==> src/rtl/mem_bus_arbiter_pkg.sv <==
// Shared types for the CPU/DMA main-memory bus arbiter: FSM encodings, master IDs,
// the muxed request bundle and the round-robin pick used in IDLE.
package mem_bus_arbiter_pkg;

    localparam int CNT_W = 8;

    typedef enum logic [1:0] {
        ARB_IDLE    = 2'b00,
        ARB_GNT_CPU = 2'b01,
        ARB_GNT_DMA = 2'b10,
        ARB_PARK    = 2'b11
    } arb_state_t;

    typedef enum logic {
        MST_CPU = 1'b0,
        MST_DMA = 1'b1
    } mst_id_t;

    typedef struct packed {
        logic        cyc;
        logic        we;
        logic [3:0]  strb;
        logic [31:0] addr;
        logic [31:0] dat;
    } req_t;

    // With both masters requesting, the one not served last wins.
    function automatic mst_id_t rr_pick(input logic cpu_cyc, input logic dma_cyc, input mst_id_t last);
        if (cpu_cyc && dma_cyc) begin
            return (last == MST_CPU) ? MST_DMA : MST_CPU;
        end
        return dma_cyc ? MST_DMA : MST_CPU;
    endfunction

endpackage

==> src/rtl/mem_bus_arbiter_if.sv <==
// Signal bundle between the CPU master, DMA master, memory slave and the arbiter.
// master: arbiter view (it drives the shared slave bus); slave: environment view.
interface mem_bus_arbiter_if;

    logic        cpu_cyc;
    logic        cpu_we;
    logic [3:0]  cpu_strb;
    logic [31:0] cpu_addr;
    logic [31:0] cpu_data_o;
    logic        cpu_ack;
    logic        cpu_err;
    logic [31:0] cpu_data_i;

    logic        dma_cyc;
    logic        dma_we;
    logic [3:0]  dma_strb;
    logic [31:0] dma_addr;
    logic [31:0] dma_data_o;
    logic        dma_ack;
    logic        dma_err;
    logic [31:0] dma_data_i;

    logic        s_cyc;
    logic        s_we;
    logic [3:0]  s_strb;
    logic [31:0] s_addr;
    logic [31:0] s_data_o;
    logic        s_ack;
    logic [31:0] s_data_i;

    logic        gnt_cpu;
    logic        gnt_dma;

    modport master (
        input  cpu_cyc, cpu_we, cpu_strb, cpu_addr, cpu_data_o,
        input  dma_cyc, dma_we, dma_strb, dma_addr, dma_data_o,
        input  s_ack, s_data_i,
        output cpu_ack, cpu_err, cpu_data_i,
        output dma_ack, dma_err, dma_data_i,
        output s_cyc, s_we, s_strb, s_addr, s_data_o,
        output gnt_cpu, gnt_dma
    );

    modport slave (
        output cpu_cyc, cpu_we, cpu_strb, cpu_addr, cpu_data_o,
        output dma_cyc, dma_we, dma_strb, dma_addr, dma_data_o,
        output s_ack, s_data_i,
        input  cpu_ack, cpu_err, cpu_data_i,
        input  dma_ack, dma_err, dma_data_i,
        input  s_cyc, s_we, s_strb, s_addr, s_data_o,
        input  gnt_cpu, gnt_dma
    );

endinterface

==> src/rtl/arb_tenure_cnt.sv <==
// DMA burst and ack-timeout counters for the current tenure; flags are combinational
// from the counters, both counters clear on reset or when the FSM parks.
module arb_tenure_cnt
    import mem_bus_arbiter_pkg::*;
#(
    parameter int unsigned MAX_DMA_BURST = 16,
    parameter int unsigned TIMEOUT       = 255
) (
    input  logic clk,
    input  logic rst,
    input  logic clr,
    input  logic burst_inc,
    input  logic to_inc,
    input  logic to_clr,
    output logic burst_done,
    output logic timeout
);

    localparam logic [CNT_W-1:0] BURST_LAST = CNT_W'(MAX_DMA_BURST - 1);
    localparam logic [CNT_W-1:0] TO_LAST    = CNT_W'(TIMEOUT - 1);

    logic [CNT_W-1:0] burst_cnt;
    logic [CNT_W-1:0] to_cnt;

    // burst_cnt saturates so an unopposed DMA can stream forever.
    always_ff @(posedge clk) begin
        if (rst || clr) begin
            burst_cnt <= '0;
            to_cnt    <= '0;
        end else begin
            if (burst_inc && (burst_cnt != BURST_LAST)) begin
                burst_cnt <= burst_cnt + 1'b1;
            end
            if (to_clr) begin
                to_cnt <= '0;
            end else if (to_inc && (to_cnt != TO_LAST)) begin
                to_cnt <= to_cnt + 1'b1;
            end
        end
    end

    assign burst_done = (burst_cnt == BURST_LAST);
    assign timeout    = to_inc && (to_cnt == TO_LAST);

endmodule

==> src/rtl/mem_bus_arbiter.sv <==
// Arbitrates the main-memory slave bus between CPU and DMA; grant registers one cycle
// after request, request mux and ack routing are combinational from the grant.
module mem_bus_arbiter
    import mem_bus_arbiter_pkg::*;
#(
    parameter int unsigned MAX_DMA_BURST = 16,
    parameter int unsigned TIMEOUT       = 255
) (
    input  logic              clk,
    input  logic              rst,
    mem_bus_arbiter_if.master bus
);

    arb_state_t state;
    mst_id_t    last;
    mst_id_t    pick;
    logic       gnt_cpu_q;
    logic       gnt_dma_q;
    logic       cpu_err_q;
    logic       dma_err_q;
    logic       burst_done;
    logic       timeout;
    logic       granted_cyc;
    logic       to_inc;
    logic       burst_inc;
    logic       cnt_clr;
    req_t       cpu_req;
    req_t       dma_req;
    req_t       s_req;

    assign cpu_req = '{cyc: bus.cpu_cyc, we: bus.cpu_we, strb: bus.cpu_strb,
                       addr: bus.cpu_addr, dat: bus.cpu_data_o};
    assign dma_req = '{cyc: bus.dma_cyc, we: bus.dma_we, strb: bus.dma_strb,
                       addr: bus.dma_addr, dat: bus.dma_data_o};

    assign pick        = rr_pick(bus.cpu_cyc, bus.dma_cyc, last);
    assign granted_cyc = (gnt_cpu_q & bus.cpu_cyc) | (gnt_dma_q & bus.dma_cyc);
    assign to_inc      = granted_cyc & ~bus.s_ack;
    assign burst_inc   = gnt_dma_q & bus.s_ack;
    assign cnt_clr     = (state == ARB_PARK);

    arb_tenure_cnt #(
        .MAX_DMA_BURST (MAX_DMA_BURST),
        .TIMEOUT       (TIMEOUT)
    ) u_tenure_cnt (
        .clk        (clk),
        .rst        (rst),
        .clr        (cnt_clr),
        .burst_inc  (burst_inc),
        .to_inc     (to_inc),
        .to_clr     (bus.s_ack),
        .burst_done (burst_done),
        .timeout    (timeout)
    );

    always_ff @(posedge clk) begin
        if (rst) begin
            state     <= ARB_IDLE;
            last      <= MST_CPU;
            gnt_cpu_q <= 1'b0;
            gnt_dma_q <= 1'b0;
            cpu_err_q <= 1'b0;
            dma_err_q <= 1'b0;
        end else begin
            cpu_err_q <= 1'b0;
            dma_err_q <= 1'b0;
            case (state)
                ARB_IDLE: begin
                    if (bus.cpu_cyc || bus.dma_cyc) begin
                        if (pick == MST_DMA) begin
                            state     <= ARB_GNT_DMA;
                            gnt_dma_q <= 1'b1;
                        end else begin
                            state     <= ARB_GNT_CPU;
                            gnt_cpu_q <= 1'b1;
                        end
                    end
                end
                ARB_GNT_CPU: begin
                    if (timeout || !bus.cpu_cyc) begin
                        cpu_err_q <= timeout;
                        gnt_cpu_q <= 1'b0;
                        last      <= MST_CPU;
                        state     <= ARB_PARK;
                    end
                end
                ARB_GNT_DMA: begin
                    // Forced yield only on the ack that completes the last burst slot.
                    if (timeout || !bus.dma_cyc ||
                        (burst_done && bus.s_ack && bus.cpu_cyc)) begin
                        dma_err_q <= timeout;
                        gnt_dma_q <= 1'b0;
                        last      <= MST_DMA;
                        state     <= ARB_PARK;
                    end
                end
                ARB_PARK: begin
                    state <= ARB_IDLE;
                end
                default: begin
                    state <= ARB_IDLE;
                end
            endcase
        end
    end

    always_comb begin
        s_req = '0;
        if (!rst) begin
            if (gnt_cpu_q) begin
                s_req = cpu_req;
            end else if (gnt_dma_q) begin
                s_req = dma_req;
            end
        end
    end

    assign bus.s_cyc      = s_req.cyc;
    assign bus.s_we       = s_req.we;
    assign bus.s_strb     = s_req.strb;
    assign bus.s_addr     = s_req.addr;
    assign bus.s_data_o   = s_req.dat;

    assign bus.gnt_cpu    = ~rst & gnt_cpu_q;
    assign bus.gnt_dma    = ~rst & gnt_dma_q;
    assign bus.cpu_ack    = ~rst & gnt_cpu_q & bus.s_ack;
    assign bus.dma_ack    = ~rst & gnt_dma_q & bus.s_ack;
    assign bus.cpu_err    = ~rst & cpu_err_q;
    assign bus.dma_err    = ~rst & dma_err_q;
    assign bus.cpu_data_i = (~rst & gnt_cpu_q) ? bus.s_data_i : '0;
    assign bus.dma_data_i = (~rst & gnt_dma_q) ? bus.s_data_i : '0;

endmodule

==> src/flat_wrapper.sv <==
// flat-port wrapper written by rule: the top's interface ports become plain ports
module mem_bus_arbiter_flat import mem_bus_arbiter_pkg::*;
#(
    parameter int unsigned MAX_DMA_BURST = 16,
    parameter int unsigned TIMEOUT       = 255
)
  (clk, rst, bus_cpu_cyc, bus_cpu_we, bus_cpu_strb, bus_cpu_addr, bus_cpu_data_o, bus_dma_cyc, bus_dma_we, bus_dma_strb, bus_dma_addr, bus_dma_data_o, bus_s_ack, bus_s_data_i, bus_cpu_ack, bus_cpu_err, bus_cpu_data_i, bus_dma_ack, bus_dma_err, bus_dma_data_i, bus_s_cyc, bus_s_we, bus_s_strb, bus_s_addr, bus_s_data_o, bus_gnt_cpu, bus_gnt_dma);
  mem_bus_arbiter_if bus_i ();
  input  logic clk;
  input  logic rst;
  input wire logic [$bits(bus_i.cpu_cyc)-1:0] bus_cpu_cyc;
  input wire logic [$bits(bus_i.cpu_we)-1:0] bus_cpu_we;
  input wire logic [$bits(bus_i.cpu_strb)-1:0] bus_cpu_strb;
  input wire logic [$bits(bus_i.cpu_addr)-1:0] bus_cpu_addr;
  input wire logic [$bits(bus_i.cpu_data_o)-1:0] bus_cpu_data_o;
  input wire logic [$bits(bus_i.dma_cyc)-1:0] bus_dma_cyc;
  input wire logic [$bits(bus_i.dma_we)-1:0] bus_dma_we;
  input wire logic [$bits(bus_i.dma_strb)-1:0] bus_dma_strb;
  input wire logic [$bits(bus_i.dma_addr)-1:0] bus_dma_addr;
  input wire logic [$bits(bus_i.dma_data_o)-1:0] bus_dma_data_o;
  input wire logic [$bits(bus_i.s_ack)-1:0] bus_s_ack;
  input wire logic [$bits(bus_i.s_data_i)-1:0] bus_s_data_i;
  output wire logic [$bits(bus_i.cpu_ack)-1:0] bus_cpu_ack;
  output wire logic [$bits(bus_i.cpu_err)-1:0] bus_cpu_err;
  output wire logic [$bits(bus_i.cpu_data_i)-1:0] bus_cpu_data_i;
  output wire logic [$bits(bus_i.dma_ack)-1:0] bus_dma_ack;
  output wire logic [$bits(bus_i.dma_err)-1:0] bus_dma_err;
  output wire logic [$bits(bus_i.dma_data_i)-1:0] bus_dma_data_i;
  output wire logic [$bits(bus_i.s_cyc)-1:0] bus_s_cyc;
  output wire logic [$bits(bus_i.s_we)-1:0] bus_s_we;
  output wire logic [$bits(bus_i.s_strb)-1:0] bus_s_strb;
  output wire logic [$bits(bus_i.s_addr)-1:0] bus_s_addr;
  output wire logic [$bits(bus_i.s_data_o)-1:0] bus_s_data_o;
  output wire logic [$bits(bus_i.gnt_cpu)-1:0] bus_gnt_cpu;
  output wire logic [$bits(bus_i.gnt_dma)-1:0] bus_gnt_dma;
  assign bus_i.cpu_cyc = bus_cpu_cyc;
  assign bus_i.cpu_we = bus_cpu_we;
  assign bus_i.cpu_strb = bus_cpu_strb;
  assign bus_i.cpu_addr = bus_cpu_addr;
  assign bus_i.cpu_data_o = bus_cpu_data_o;
  assign bus_i.dma_cyc = bus_dma_cyc;
  assign bus_i.dma_we = bus_dma_we;
  assign bus_i.dma_strb = bus_dma_strb;
  assign bus_i.dma_addr = bus_dma_addr;
  assign bus_i.dma_data_o = bus_dma_data_o;
  assign bus_i.s_ack = bus_s_ack;
  assign bus_i.s_data_i = bus_s_data_i;
  assign bus_cpu_ack = bus_i.cpu_ack;
  assign bus_cpu_err = bus_i.cpu_err;
  assign bus_cpu_data_i = bus_i.cpu_data_i;
  assign bus_dma_ack = bus_i.dma_ack;
  assign bus_dma_err = bus_i.dma_err;
  assign bus_dma_data_i = bus_i.dma_data_i;
  assign bus_s_cyc = bus_i.s_cyc;
  assign bus_s_we = bus_i.s_we;
  assign bus_s_strb = bus_i.s_strb;
  assign bus_s_addr = bus_i.s_addr;
  assign bus_s_data_o = bus_i.s_data_o;
  assign bus_gnt_cpu = bus_i.gnt_cpu;
  assign bus_gnt_dma = bus_i.gnt_dma;
  mem_bus_arbiter #(.MAX_DMA_BURST(MAX_DMA_BURST), .TIMEOUT(TIMEOUT)) u_core (.clk(clk), .rst(rst), .bus(bus_i));
endmodule
==> config.mk <==
export PLATFORM = sky130hd
export DESIGN_NAME = mem_bus_arbiter_flat
export DESIGN_NICKNAME = d
export VERILOG_FILES = /design/src/rtl/mem_bus_arbiter_pkg.sv /design/src/rtl/mem_bus_arbiter_if.sv /design/src/rtl/arb_tenure_cnt.sv /design/src/rtl/mem_bus_arbiter.sv /design/src/flat_wrapper.sv
export SDC_FILE = /design/constraint.sdc
export NUM_CORES = 1
export LEC_CHECK = 0
export ABC_AREA = 1
export BUFFER_PORTS_ARGS = -buffer_cell sky130_fd_sc_hd__buf_2
export CAP_MARGIN = 20
export CELL_PAD_IN_SITES_DETAIL_PLACEMENT = 1
export CELL_PAD_IN_SITES_GLOBAL_PLACEMENT = 1
export CORE_AREA = 2 2 121 123
export DETAILED_ROUTE_END_ITERATION = 16
export DIE_AREA = 0 0 123 125
export GPL_TIMING_DRIVEN = 0
export PLACE_DENSITY_LB_ADDON = 0.1
export SYNTH_ARGS = -nofsm -noshare
export SYNTH_HDL_FRONTEND = slang
export SYNTH_SLANG_ARGS = --single-unit
==> constraint.sdc <==
create_clock -name clk -period 5.4 [get_ports clk]
set_input_delay 1.62 -clock clk [delete_from_list [all_inputs] [get_ports clk]]
set_output_delay 1.62 -clock clk [all_outputs]
set_load 0.03 [all_outputs]
==> summary.txt <==
Floorplan
  • I/O pins: 315
  • Initial Util: 18.2%
  • Die Width: 123 µm
  • Die area: 0.0154 mm²
  • Cell Rows: 44
  • Die Y: 125 µm
  • Core ar.: 0.0142 mm²

Cells and area
  • Commonest non-fill, non-tap cells in the layout: buf_2, nor2_1, a32o_1, inv_1, nand2_1
  • Most common cell after layout, fill and taps aside: buf_2
  • Nets: 903
  • Multi-input gate area: 0.00173 mm²
  • Layout cell share with drive strength beyond 1: 48.4%
  • FF/Latch Area: 460 µm²
  • Final instance area: 0.00447 mm²
  • Layout Cells excl Fill: 907
  • Layout Area Growth over Synthesis: 73.3%
  • Layout Utilization: 31.5%
  • Fillers: 1913

GRT
  • Vias in the first global route: 4341
  • Global-route wire length before repair: 27100 µm
  • Largest net degree at the start of global routing: 15
  • Grt ovf: 0
  • GR Util All Layers: 24.1%
  • Initial antenna violation count: 9

Clock tree
  • Root buffer cell: clkbuf_16
  • Clock Sinks: 23
  • Setup Buffers After CTS: 0
  • Clock Path Buffers: 2
  • TritonCTS clock tree: done
  • # hold bufs at CTS: 0
  • Inserted Clock Buffers: 3
  • CTS clk-pin slew, worst paths: 0.07 ns
  • H-tree depth reported by CTS: 1
  • Worst-skew pair later-pin latency: 0.26 ns
  • # resized after CTS: 0

Timing
  • Final setup viols: 0
  • Final Max Tran Viols: 0
  • Tcrit/Tclk final: 87.5%
  • RSZ-0062 raised after global routing: false
  • Setup ws final: 0.672 ns
  • Worst slew pin tran: 0.501 ns
  • Setup_tns: 0 ns
  • Hold Vio Cnt, Final: 0
  • Final min period: 4.73 ns
  • Max Fclk: 0.212 GHz
  • Slew margin rel.: 66.6%
  • Worst Skew: 0.00218 ns

Routing
  • Routed wl met3: 3040 µm
  • Detailed Route Iter0 Violations: 220
  • Met2 wire length: 8340 µm
  • Routed wire length: 19400 µm
  • Vias per inst: 4.61
  • Vias after detailed routing: 4179
  • Residual DRC: 0
  • WL/cell: 21.4 µm
  • Highest metal used: met5
  • Drt pass-1 iters: 5
  • Post-Route M1 WL: 7920 µm
  • Antenna-violating nets left: 0

Worst setup path
  • CP Capture Type: output port
  • CP Class: in -> out
  • Worst Path Max Fanout: 10
  • Worst Setup Start Kind: input port
  • Worst Path Arrival: 3.11 ns
  • Worst EP required: 3.78 ns

Power and ir drop
  • Combinational share of power: 77.4%
  • Cell-internal power: 0.669 mW
  • Sw power: 1.05 mW
  • Sequential share of power: 12.5%
  • Switching share of total power: 61.1%
  • Clock power frac: 10.1%
  • P_leak: 2.63 nW
  • Peak VDD IR: 175 µV
  • PwrDens: 385 mW/mm²

Logic synthesis
  • Post-synthesis cell type count: 28
  • FFs w/ async S/R, synth: 0%
  • Synth Warn #: 0
  • Top post-synthesis cells by area: a32o_1, dfxtp_1, nor2_1
  • Number of synthesized flops with an enable pin: 0
  • Synth Instances: 402
  • Synthesized Nets: 585
  • Top cell type's share of synthesized area: 26.8%
  • Seq/Total Area, Yosys: 17.9%
  • Yosys top cell by area: a32o_1
  • Cell area after synthesis: 0.00258 mm²
  • Avg Inst Size Synth: 6.41 µm²
  • Register bit count reported by yosys: 23
  • Most used DFF post-synth: dfxtp_1

Run status
  • Status: complete, no violations

Run
  • Max-cap viol count: 0

Placed design
  • # placed instances: 899
  • PortBufs: 313
  • Placed Instance Area: 0.00438 mm²
  • Post-placement setup slack: 0.672 ns
  • Final GP Congestion: 0.967
  • HPWL Detailed: 17300 µm

Worst hold path
  • Hold Crit Class: reg -> reg
power groups by stage:
stage | Sequential (mW) | Combinational, mW | Clock, mW
floorplan | 0.210 | 0.872 | 0
global placement | 0.217 | 1.32 | 0
detailed placement | 0.219 | 1.33 | 0
CTS | 0.214 | 1.34 | 0.177
global route | 0.217 | 1.44 | 0.184
finish | 0.215 | 1.33 | 0.174
metrics by stage:
stage | hold WS (ns) | total power [mW]
3_3_place_gp | 0.453 | 1.53
4_1_cts | 0.472 | 1.73
2_1_floorplan | 0.444 | 1.08
5_1_grt | 0.515 | 1.84
3_5_place_dp | 0.462 | 1.55
6_report | 0.468 | 1.72
cell families after synthesis:
| group | count (synthesis) | synth area share (%) |
|---|---|---|
| and+or+nand+nor | 168 | 28.1 |
| xor gates and xnor gates | 5 | 1.70 |
| adders and majority gates | 8 | 3.88 |
| DFF | 23 | 17.9 |
| buffers and inverters | 99 | 15.0 |
| AOI/OAI and AO/OA | 99 | 33.4 |
layer usage:
layer,GRT usage [%],up-vias
met3,15.3,13
li1,-,2016
met1,29.2,1937
met2,37.6,205
met5,0,-
met4,1.80,8
final cells by class:
type	count	area share [%]
clock buffer	3	1.68
timing repair buffer	313	35.1
inverter	71	5.99
buffer	28	2.69
tap	184	5.15
clock inverter	1	0.168
sequential	23	10.3
antenna	4	0.224
multi-input combinational	280	38.7
synth_stat cells (8+ instances only):
| cell type | n |
|---|---|
| clkbuf_1 | 10 |
| buf_2 | 9 |
| nand3_1 | 10 |
| nor2_1 | 93 |
| inv_1 | 66 |
| o21ai_0 | 10 |
| a21oi_1 | 15 |
| dfxtp_1 | 23 |
| buf_1 | 8 |
| nand2_1 | 46 |
| ha_1 | 8 |
| a32o_1 | 69 |
final timing paths:
check                                                 from                                       endpoint  slack (ns)  cells after the start
max                                                    rst                               bus_s_data_o[21]        0.67                      7
min reg2reg     u_core.u_tenure_cnt.to_cnt[7]$_SDFFE_PP0P_     u_core.u_tenure_cnt.to_cnt[7]$_SDFFE_PP0P_        0.47                      2
max reg2reg  u_core.u_tenure_cnt.burst_cnt[1]$_SDFFE_PP0P_  u_core.u_tenure_cnt.burst_cnt[0]$_SDFFE_PP0P_        3.85                      7
min             u_core.u_tenure_cnt.to_cnt[7]$_SDFFE_PP0P_     u_core.u_tenure_cnt.to_cnt[7]$_SDFFE_PP0P_        0.47                      2
critical path, cell delays in order:
cell and delay [ns]:
buf_4 0.17, inv_2 0.13, nand2_2 0.17, inv_2 0.18, buf_2 0.26, a32o_1 0.32, buf_2 0.24
registers in the layout (all words and copies together), names as in the netlist:
name and flops:
u_core.cpu_err_q 1, u_core.dma_err_q 1, u_core.gnt_cpu_q 1, u_core.gnt_dma_q 1
u_core.last 1, u_core.state 2, u_core.u_tenure_cnt.burst_cnt 8, u_core.u_tenure_cnt.to_cnt 8
(Power assumes the default switching activity.)
